--- src/rtl/interrupt_ctrl_pkg.sv ---
// Shared types for the multi-channel interrupt controller.
// Holds the FSM state encoding and a small popcount helper.
package interrupt_ctrl_pkg;

  localparam logic TRUE  = 1'b1;
  localparam logic FALSE = 1'b0;

  typedef enum logic {
    IC_IDLE,
    IC_REQ
  } ic_state_e;

  function automatic logic [5:0] popcount32(
    input logic [31:0] v
  );
    logic [5:0] c;
    c = '0;
    for (int i = 0; i < 32; i++) begin
      c = c + {5'd0, v[i]};
    end
    return c;
  endfunction

endpackage

--- src/rtl/interrupt_ctrl_if.sv ---
// Bus between the interrupt controller and its consumer.
// The master drives sources and handshake inputs.
interface interrupt_ctrl_if #(
  parameter int N_CH = 4
);

  localparam int IDX_W = $clog2(N_CH);
  localparam int CNT_W = $clog2(N_CH + 1);

  logic [N_CH-1:0]  src;
  logic [N_CH-1:0]  en;
  logic [N_CH-1:0]  clear;
  logic             ack;
  logic             irq;
  logic [IDX_W-1:0] irq_id;
  logic [N_CH-1:0]  pending;
  logic [N_CH-1:0]  ovf;
  logic [CNT_W-1:0] pend_cnt;

  modport master (
    output src,
    output en,
    output clear,
    output ack,
    input  irq,
    input  irq_id,
    input  pending,
    input  ovf,
    input  pend_cnt
  );

  modport slave (
    input  src,
    input  en,
    input  clear,
    input  ack,
    output irq,
    output irq_id,
    output pending,
    output ovf,
    output pend_cnt
  );

endinterface

--- src/rtl/interrupt_ctrl_prio_enc.sv ---
// Lowest-index-wins priority encoder.
// Purely combinational; reusable for any request vector width.
module intr_prio_enc #(
  parameter int N_CH  = 4,
  parameter int IDX_W = $clog2(N_CH)
) (
  input  logic [N_CH-1:0]  req,
  output logic             any,
  output logic [IDX_W-1:0] idx
);

  always_comb begin
    any = |req;
    idx = '0;
    for (int i = N_CH - 1; i >= 0; i--) begin
      if (req[i]) idx = IDX_W'(i);
    end
  end

endmodule

--- src/rtl/interrupt_ctrl.sv ---
// Multi-channel interrupt controller: sticky pending/ovf flags,
// enable mask, lowest-index priority and a req/ack handshake.
module interrupt_ctrl
  import interrupt_ctrl_pkg::*;
#(
  parameter int              N_CH      = 4,
  parameter logic [N_CH-1:0] EDGE_MASK = {N_CH{1'b1}}
) (
  input  logic           clk,
  input  logic           rst,
  interrupt_ctrl_if.slave bus
);

  localparam int IDX_W = $clog2(N_CH);
  localparam int CNT_W = $clog2(N_CH + 1);

  ic_state_e        state_q;
  ic_state_e        state_d;
  logic [IDX_W-1:0] id_q;
  logic [IDX_W-1:0] id_d;
  logic [N_CH-1:0]  src_q;
  logic [N_CH-1:0]  pend_q;
  logic [N_CH-1:0]  pend_d;
  logic [N_CH-1:0]  ovf_q;
  logic [N_CH-1:0]  ovf_d;
  logic [CNT_W-1:0] cnt_q;
  logic [N_CH-1:0]  set_ev;
  logic [N_CH-1:0]  ack_clr;
  logic [N_CH-1:0]  clr;
  logic             win_any;
  logic [IDX_W-1:0] win_idx;

  intr_prio_enc #(
    .N_CH  (N_CH),
    .IDX_W (IDX_W)
  ) u_enc (
    .req (pend_q & bus.en),
    .any (win_any),
    .idx (win_idx)
  );

  // Level channels ignore src_q, so they set every cycle src is high.
  assign set_ev = bus.src & ~(src_q & EDGE_MASK);

  always_comb begin
    ack_clr = '0;
    for (int i = 0; i < N_CH; i++) begin
      ack_clr[i] = (state_q == IC_REQ) && bus.ack
                   && (id_q == IDX_W'(i));
    end
  end

  assign clr    = ack_clr | bus.clear;
  assign pend_d = set_ev | (pend_q & ~clr);
  assign ovf_d  = (ovf_q & ~bus.clear)
                | (set_ev & pend_q & ~clr);

  always_comb begin
    state_d = state_q;
    id_d    = id_q;
    unique case (state_q)
      IC_IDLE: begin
        if (win_any) begin
          state_d = IC_REQ;
          id_d    = win_idx;
        end
      end
      IC_REQ: begin
        if (bus.ack || !pend_q[id_q] || !bus.en[id_q]) begin
          state_d = IC_IDLE;
        end
      end
      default: state_d = IC_IDLE;
    endcase
  end

  always_ff @(posedge clk) begin
    if (rst) begin
      state_q <= IC_IDLE;
      id_q    <= '0;
      src_q   <= '0;
      pend_q  <= '0;
      ovf_q   <= '0;
      cnt_q   <= '0;
    end else begin
      state_q <= state_d;
      id_q    <= id_d;
      src_q   <= bus.src;
      pend_q  <= pend_d;
      ovf_q   <= ovf_d;
      cnt_q   <= CNT_W'(popcount32(32'(pend_q)));
    end
  end

  assign bus.irq      = (state_q == IC_REQ);
  assign bus.irq_id   = id_q;
  assign bus.pending  = pend_q;
  assign bus.ovf      = ovf_q;
  assign bus.pend_cnt = cnt_q;

endmodule

--- src/flat_wrapper.sv ---
// flat-port wrapper written by rule: the top's interface ports become plain ports
module interrupt_ctrl_flat import interrupt_ctrl_pkg::*;
#(
  parameter int              N_CH      = 4,
  parameter logic [N_CH-1:0] EDGE_MASK = {N_CH{1'b1}}
)
  (clk, rst, bus_src, bus_en, bus_clear, bus_ack, bus_irq, bus_irq_id, bus_pending, bus_ovf, bus_pend_cnt);
  interrupt_ctrl_if #(.N_CH(N_CH)) bus_i ();
  input  logic clk;
  input  logic rst;
  input wire logic [$bits(bus_i.src)-1:0] bus_src;
  input wire logic [$bits(bus_i.en)-1:0] bus_en;
  input wire logic [$bits(bus_i.clear)-1:0] bus_clear;
  input wire logic [$bits(bus_i.ack)-1:0] bus_ack;
  output wire logic [$bits(bus_i.irq)-1:0] bus_irq;
  output wire logic [$bits(bus_i.irq_id)-1:0] bus_irq_id;
  output wire logic [$bits(bus_i.pending)-1:0] bus_pending;
  output wire logic [$bits(bus_i.ovf)-1:0] bus_ovf;
  output wire logic [$bits(bus_i.pend_cnt)-1:0] bus_pend_cnt;
  assign bus_i.src = bus_src;
  assign bus_i.en = bus_en;
  assign bus_i.clear = bus_clear;
  assign bus_i.ack = bus_ack;
  assign bus_irq = bus_i.irq;
  assign bus_irq_id = bus_i.irq_id;
  assign bus_pending = bus_i.pending;
  assign bus_ovf = bus_i.ovf;
  assign bus_pend_cnt = bus_i.pend_cnt;
  interrupt_ctrl #(.N_CH(N_CH), .EDGE_MASK(EDGE_MASK)) u_core (.clk(clk), .rst(rst), .bus(bus_i));
endmodule
--- config.mk ---
export PLATFORM = sky130hd
export DESIGN_NAME = interrupt_ctrl_flat
export DESIGN_NICKNAME = d
export VERILOG_FILES = /design/src/rtl/interrupt_ctrl_pkg.sv /design/src/rtl/interrupt_ctrl_if.sv /design/src/rtl/interrupt_ctrl_prio_enc.sv /design/src/rtl/interrupt_ctrl.sv /design/src/flat_wrapper.sv
export SDC_FILE = /design/constraint.sdc
export NUM_CORES = 1
export LEC_CHECK = 0
export BUFFER_PORTS_ARGS = -buffer_cell sky130_fd_sc_hd__buf_2
export CAP_MARGIN = 10
export CORE_MARGIN = 10
export CORE_UTILIZATION = 30
export CTS_BUF_LIST = sky130_fd_sc_hd__clkbuf_4 sky130_fd_sc_hd__clkbuf_8 sky130_fd_sc_hd__clkbuf_16
export DETAILED_ROUTE_END_ITERATION = 16
export PLACE_DENSITY = 0.63
export SLEW_MARGIN = 0
export SYNTH_ARGS = -nofsm -noshare
export SYNTH_HDL_FRONTEND = slang
export SYNTH_SLANG_ARGS = --single-unit
export TNS_END_PERCENT = 100
--- constraint.sdc ---
create_clock -name clk -period 1.6 [get_ports clk]
set_clock_uncertainty 0.2 [all_clocks]
set_input_delay 0.32 -clock clk [delete_from_list [all_inputs] [get_ports clk]]
set_output_delay 0.32 -clock clk [all_outputs]
set_load 0.005 [all_outputs]
==> impl_metrics.tcl, run 1 <==
set metrics [dict create \
    maxCapViolCount 0 \
    grt_max_degree 16 \
    fmax_mhz 627 \
    fp-row-count 17 \
    syn_avg_cell_area_sq_um 9.66 \
    grtUsageTotal 0.0767 \
    syn2layout_area_growth_pct 36.4 \
    synthAdderAreaFrac 0.0622 \
    port_buffers 28 \
    ys_seq_area_frac 0.497 \
    r2r_end "u_core.bus.pend_cnt[1]$_SDFF_PP0_" \
    grt_antenna_before_repair 0 \
    cts-root-buf "clkbuf_4" \
    ys_ff_latch 18 \
    min_to "u_core.src_q[2]$_SDFF_PP0_" \
    cts_tree "yes" \
    status "completed" \
    synth_cell_types 20 \
    synth_mux_area_frac 0.0311 \
    min_from "bus_src[2]" \
    slowest_delay_ps 370 \
    htreeDepth 1 \
    core_sq_mm 0.00225 \
    grt_setup_unrepaired "true" \
    antenna_cells 0 \
    grt_pass1_wl_um 3110 \
    final.setup.tns_ps 0 \
    cp.arrival_ps 1570 \
    ff2ff_setup_slack_ps 6 \
    synth_top_area_share 0.497 \
    hold_viol_final 0 \
    postPlaceCellArea_sq_um 938 \
    clock_path_buffers 2 \
    crit_path_max_fanout 2 \
    synthSimpleGateAreaFrac 0.180 \
    vias 645 \
    die_w_um 69.1 \
    die_h_um 69.1 \
    die_area_sq_mm 0.00478 \
    hold_path.class "in2reg" \
    critPathRequiredTime_ps 1580 \
    power_density_mw_per_mm2 916 \
    final_common_cell "buf_2" \
    wl_per_cell_um 13.6 \
    slew_headroom 0.777 \
    synthXorXnorAreaFrac 0 \
    syn_inst 75 \
    power_leakage_nw 0.433 \
    hold_depth 2 \
    dpl.hpwl_um 1500 \
    path_cells "ha_4 -> fa_2 -> ha_4 -> nor2b_4" \
    vias_per_cell 4.74 \
    maxSlewViolCount 0 \
    clock_sinks 18 \
    routed_wl_um 1850 \
    grt_pass1_vias 665 \
    r2r-start "u_core.bus.pending[0]$_SDFF_PP0_" \
    io_pins 29 \
    synth_nets 93 \
    synth_top_family_by_area "compound AO/OA/AOI/OAI gates" \
    fin_crit_ps 1590 \
    timing.final.crit_share 0.996 \
    insertion_delay_ps 290 \
    hold_buffers 0 \
    synth_compound_area_frac 0.206 \
    clk_pin_slew_ps 110 \
    r2r_cells 4 \
    gp_congestion 0.746 \
    yosysTopAreaCell "dfxtp_1" \
    hold_ws_ps 52.5 \
    endpoint_kind "register" \
    yosysWarningCount 0 \
    fill_cells 245 \
    drt_iter0_markers 20 \
    crit_slowest_cell "dfxtp_4" \
    overflow 0 \
    start_kind "register" \
    ant_nets 0 \
    final_cell_mix "buf_2 (28), dfxtp_1 (16), nand2_1 (10)" \
    crit_type "reg2reg" \
    design_area_sq_um 988 \
    drive_gt1_frac 0.435 \
    setup_viol 0 \
    fin_nets 127 \
    initial_core_util 0.321 \
    total_power_mw 0.906 \
    syn-cell-area_sq_um 724 \
    cts_buffers 3 \
    tightest_slew_ps 330 \
    dr.pass1.iters 2 \
    cp_common_cell "ha_4" \
    ir_worst_vdd_mv 0.463 \
    synthTopCellsByArea "dfxtp_1 (50%), o21ai_0 (6.2%), nor2b_1 (6.0%)" \
    drcViolationCount 0 \
]
-- per-stage QoR --
step | instances | util | setup slack, ps
after floorplan | 75 | - | 10.7
after detailed placement | 132 | 0.416 | -9.51
after CTS | 136 | 0.435 | -21.1
final | 136 | 0.438 | 6.13
after global routing | 136 | 0.438 | -14.5
after global placement | 132 | 0.416 | 11.9
-- final cells by class --
cell class	count	area (sq um)	share of cell area
clock buffer	4	30.0	0.0304
inverter	1	3.75	0.00380
multi-input combinational	53	382	0.386
sequential	18	368	0.372
tap	28	35.0	0.0354
timing repair buffer	32	170	0.172
-- worst max-delay path by stage --
stage                                          start                           endpoint  cells past startpoint
finish              u_core.bus.pending[0]$_SDFF_PP0_  u_core.bus.pend_cnt[1]$_SDFF_PP0_                      4
detailed placement  u_core.bus.pending[1]$_SDFF_PP0_  u_core.bus.pend_cnt[1]$_SDFF_PP0_                      4
global placement    u_core.bus.pending[1]$_SDFF_PP0_  u_core.bus.pend_cnt[1]$_SDFF_PP0_                      4
global route        u_core.bus.pending[0]$_SDFF_PP0_  u_core.bus.pend_cnt[1]$_SDFF_PP0_                      4
CTS                 u_core.bus.pending[0]$_SDFF_PP0_  u_core.bus.pend_cnt[1]$_SDFF_PP0_                      4
floorplan           u_core.bus.pending[1]$_SDFF_PP0_  u_core.bus.pend_cnt[1]$_SDFF_PP0_                      4
-- registers in the layout, summed over array words and instances (netlist names) --
name and flops:
u_core.bus.irq 1, u_core.bus.irq_id 2, u_core.bus.ovf 4, u_core.bus.pend_cnt 3, u_core.bus.pending 4, u_core.src_q 4
-- cell families (layout without fill, tap and decap cells) --
family,after synthesis,after routing
AOI/OAI and AO/OA,22,22
and+or+nand+nor,27,27
adders and majority gates,3,3
DFF,18,18
muxes,1,1
buffers and inverters,4,37
-- layer usage --
layer / global-route usage / up-vias / part of all wire
met5: 0 / - / 0
met4: 0.0466 / 0 / 0.015
met3: 0.0214 / 2 / 0.065
met2: 0.116 / 19 / 0.45
met1: 0.0932 / 295 / 0.47
li1: - / 329 / -
-- where the power goes --
part           switching [mW]  internal, mW  total [mW]
clock                   0.137         0.114       0.251
combinational          0.0704        0.0844       0.155
sequential             0.0235         0.476       0.500
-- cell usage after synthesis --
| library cell | instances |
|---|---|
| clkbuf_1 | 1 |
| o211ai_1 | 2 |
| a21oi_1 | 3 |
| inv_1 | 1 |
| a211oi_1 | 2 |
| ha_1 | 2 |
| buf_2 | 2 |
| mux4_2 | 1 |
| a41o_2 | 1 |
| nand3_1 | 1 |
| a21o_2 | 2 |
| nor2b_1 | 7 |
| o21ai_0 | 9 |
| nand2b_1 | 4 |
| nor2_1 | 5 |
| nand2_1 | 10 |
| o311ai_1 | 2 |
| o22ai_2 | 1 |
| dfxtp_1 | 18 |
| fa_1 | 1 |
-- worst max-delay path, delay by kind of cell, from the launching register on --
kind | cells | cell delay [ps]
flops | 1 | 370
fa+ha+maj | 3 | 800
simple gates | 1 | 110
-- what timing repair did --
| item | in CTS | in global routing |
|---|---|---|
| endpoints found under the setup margin | 1 | 1 |
| endpoints found under the hold margin | 0 | 0 |
| pin swaps | 2 | 1 |
| gates resized for setup | 1 | 2 |
| setup buffers | 0 | 0 |
Note: power is estimated with default switching activity, not from simulation.
==> run 2: changes to the inputs <==
Settings changed: BUFFER_PORTS_ARGS -buffer_cell sky130_fd_sc_hd__buf_2 to unset, DONT_BUFFER_PORTS set to 1, PLACE_DENSITY 0.63 to 0.52.
==> impl_metrics.tcl, run 2 (synthesized netlist as in run 1, its figures left out) <==
set metrics [dict create \
    vias 579 \
    regArea_sq_um 368 \
    cp.arrival_ps 1590 \
    grtUsageTotal 0.0774 \
    postPlaceCellArea_sq_um 791 \
    cp.depth 4 \
    crit_slowest_cell "dfxtp_4" \
    crit_type "reg2reg" \
    die_w_um 69.1 \
    dpl.hpwl_um 1430 \
    fin_crit_ps 1600 \
    violations "hold timing" \
    drive_gt1_frac 0.184 \
    instances_no_fill 115 \
    grt_pass1_vias 608 \
    fin_util 0.403 \
    critPathBufInv 0 \
    seqPwrFrac 0.593 \
    hold_ws_ps -109 \
    cp_common_cell "ha_4" \
    wl_per_cell_um 15.8 \
    dpl_worst_slack_ps 17.2 \
    timing.final.crit_share 0.999 \
    core_sq_mm 0.00225 \
    grt_pass1_wl_um 3080 \
    clock_sinks 18 \
    p_sw_mw 0.217 \
    dp.cells 103 \
    cts_tree "yes" \
    hold_viol_final 10 \
    initial_core_util 0.321 \
    grt_setup_unrepaired "true" \
    hold_buffers 8 \
    antenna_cells 0 \
    maxCapViolCount 0 \
    cts-root-buf "clkbuf_4" \
    drcViolationCount 0 \
    crit_family "adder cells" \
    power_density_mw_per_mm2 937 \
    tightest_slew_ps 295 \
    design_area_sq_um 910 \
    gp_congestion 0.705 \
    power_frac_comb 0.137 \
    die_h_um 69.1 \
    swShare 0.255 \
    htreeDepth 1 \
    grt_antenna_before_repair 0 \
    slew_headroom 0.801 \
    drt_iter0_markers 40 \
    critPathRequiredTime_ps 1590 \
    power_leakage_nw 0.335 \
    crit_path_max_fanout 2 \
    final.setup.tns_ps 0 \
    die_area_sq_mm 0.00478 \
    setup_viol 0 \
    hold_depth 1 \
    hold_path.class "in2reg" \
    ant_nets 0 \
    insertion_delay_ps 290 \
    cts_buffers 3 \
    io_pins 29 \
    maxSlewViolCount 0 \
    syn2layout_area_growth_pct 25.6 \
    vias_per_cell 5.03 \
    routed_wl_um 1820 \
    fmax_mhz 626 \
    dr.pass1.iters 4 \
    clk_pin_slew_ps 110 \
    overflow 0 \
    total_power_mw 0.852 \
    multiInputGateArea_sq_um 374 \
    fill_cells 241 \
    start_kind "register" \
    clkPwrFrac 0.271 \
    path_cells "ha_4 -> fa_2 -> ha_4 -> nor2b_1" \
    port_buffers 0 \
    r2r_cells 4 \
    endpoint_kind "register" \
    status "complete, but fails checks" \
    ir_worst_vdd_mv 0.560 \
    timing.final.ws_setup_ps 1.87 \
    fin_nets 106 \
    final_cell_mix "dfxtp_1 (16), nand2_1 (10), o21ai_0 (9)" \
    grt_max_degree 20 \
    slowest_delay_ps 370 \
    final_common_cell "dfxtp_1" \
    clock_path_buffers 2 \
    internal-power_mw 0.635 \
    fp-row-count 17 \
]
==> run 2: worst register-to-register path, cell delays in order (launching register included) <==
cell and delay [ps]:
dfxtp_4 370, ha_4 240, fa_2 370, ha_4 210, nor2b_1 110
==> run 2: power groups by stage <==
| stage | Sequential (mW) | Clock, mW | Combinational (mW) |
|---|---|---|---|
| final | 0.505 | 0.231 | 0.116 |
| after global routing | 0.510 | 0.258 | 0.134 |
| after CTS | 0.507 | 0.240 | 0.118 |
| after detailed placement | 0.518 | 0 | 0.0968 |
| after global placement | 0.517 | 0 | 0.0934 |
| after floorplan | 0.510 | 0 | 0.0762 |
==> run 2: path summary, 6_finish.rpt <==
path	end	slack (ps)	startpoint
worst max-delay path	u_core.bus.pend_cnt[1]$_SDFF_PP0_	2	u_core.bus.pending[0]$_SDFF_PP0_
worst min-delay path	u_core.bus.pend_cnt[1]$_SDFF_PP0_	-110	rst
worst max register to register	u_core.bus.pend_cnt[1]$_SDFF_PP0_	2	u_core.bus.pending[0]$_SDFF_PP0_
worst min register to register	u_core.bus.ovf[3]$_SDFF_PP0_	290	u_core.bus.ovf[3]$_SDFF_PP0_
==> run 2: cell type report <==
class / count / share of cell area
Inverter: 1 / 0.00413
Clock inverter: 1 / 0.00413
Timing Repair Buffer: 11 / 0.113
Tap cell: 28 / 0.0385
Multi-Input combinational cell: 53 / 0.411
Sequential cell: 18 / 0.404
Clock buffer: 3 / 0.0248
==> run 2: per-layer routing <==
layer,vias to the layer above,wire length (um),GRT usage
met5,-,0,0
met4,0,10,0.0200
met3,2,187,0.0456
met2,18,841,0.115
met1,272,781,0.0918
li1,287,-,-
==> run 2: timing repair <==
action,CTS,global route
pin swaps,2,0
gates cloned,0,0
gates resized for setup,1,0
hold endpoints to repair,18,10
buffers inserted,0,0
endpoints found under the setup margin,1,1
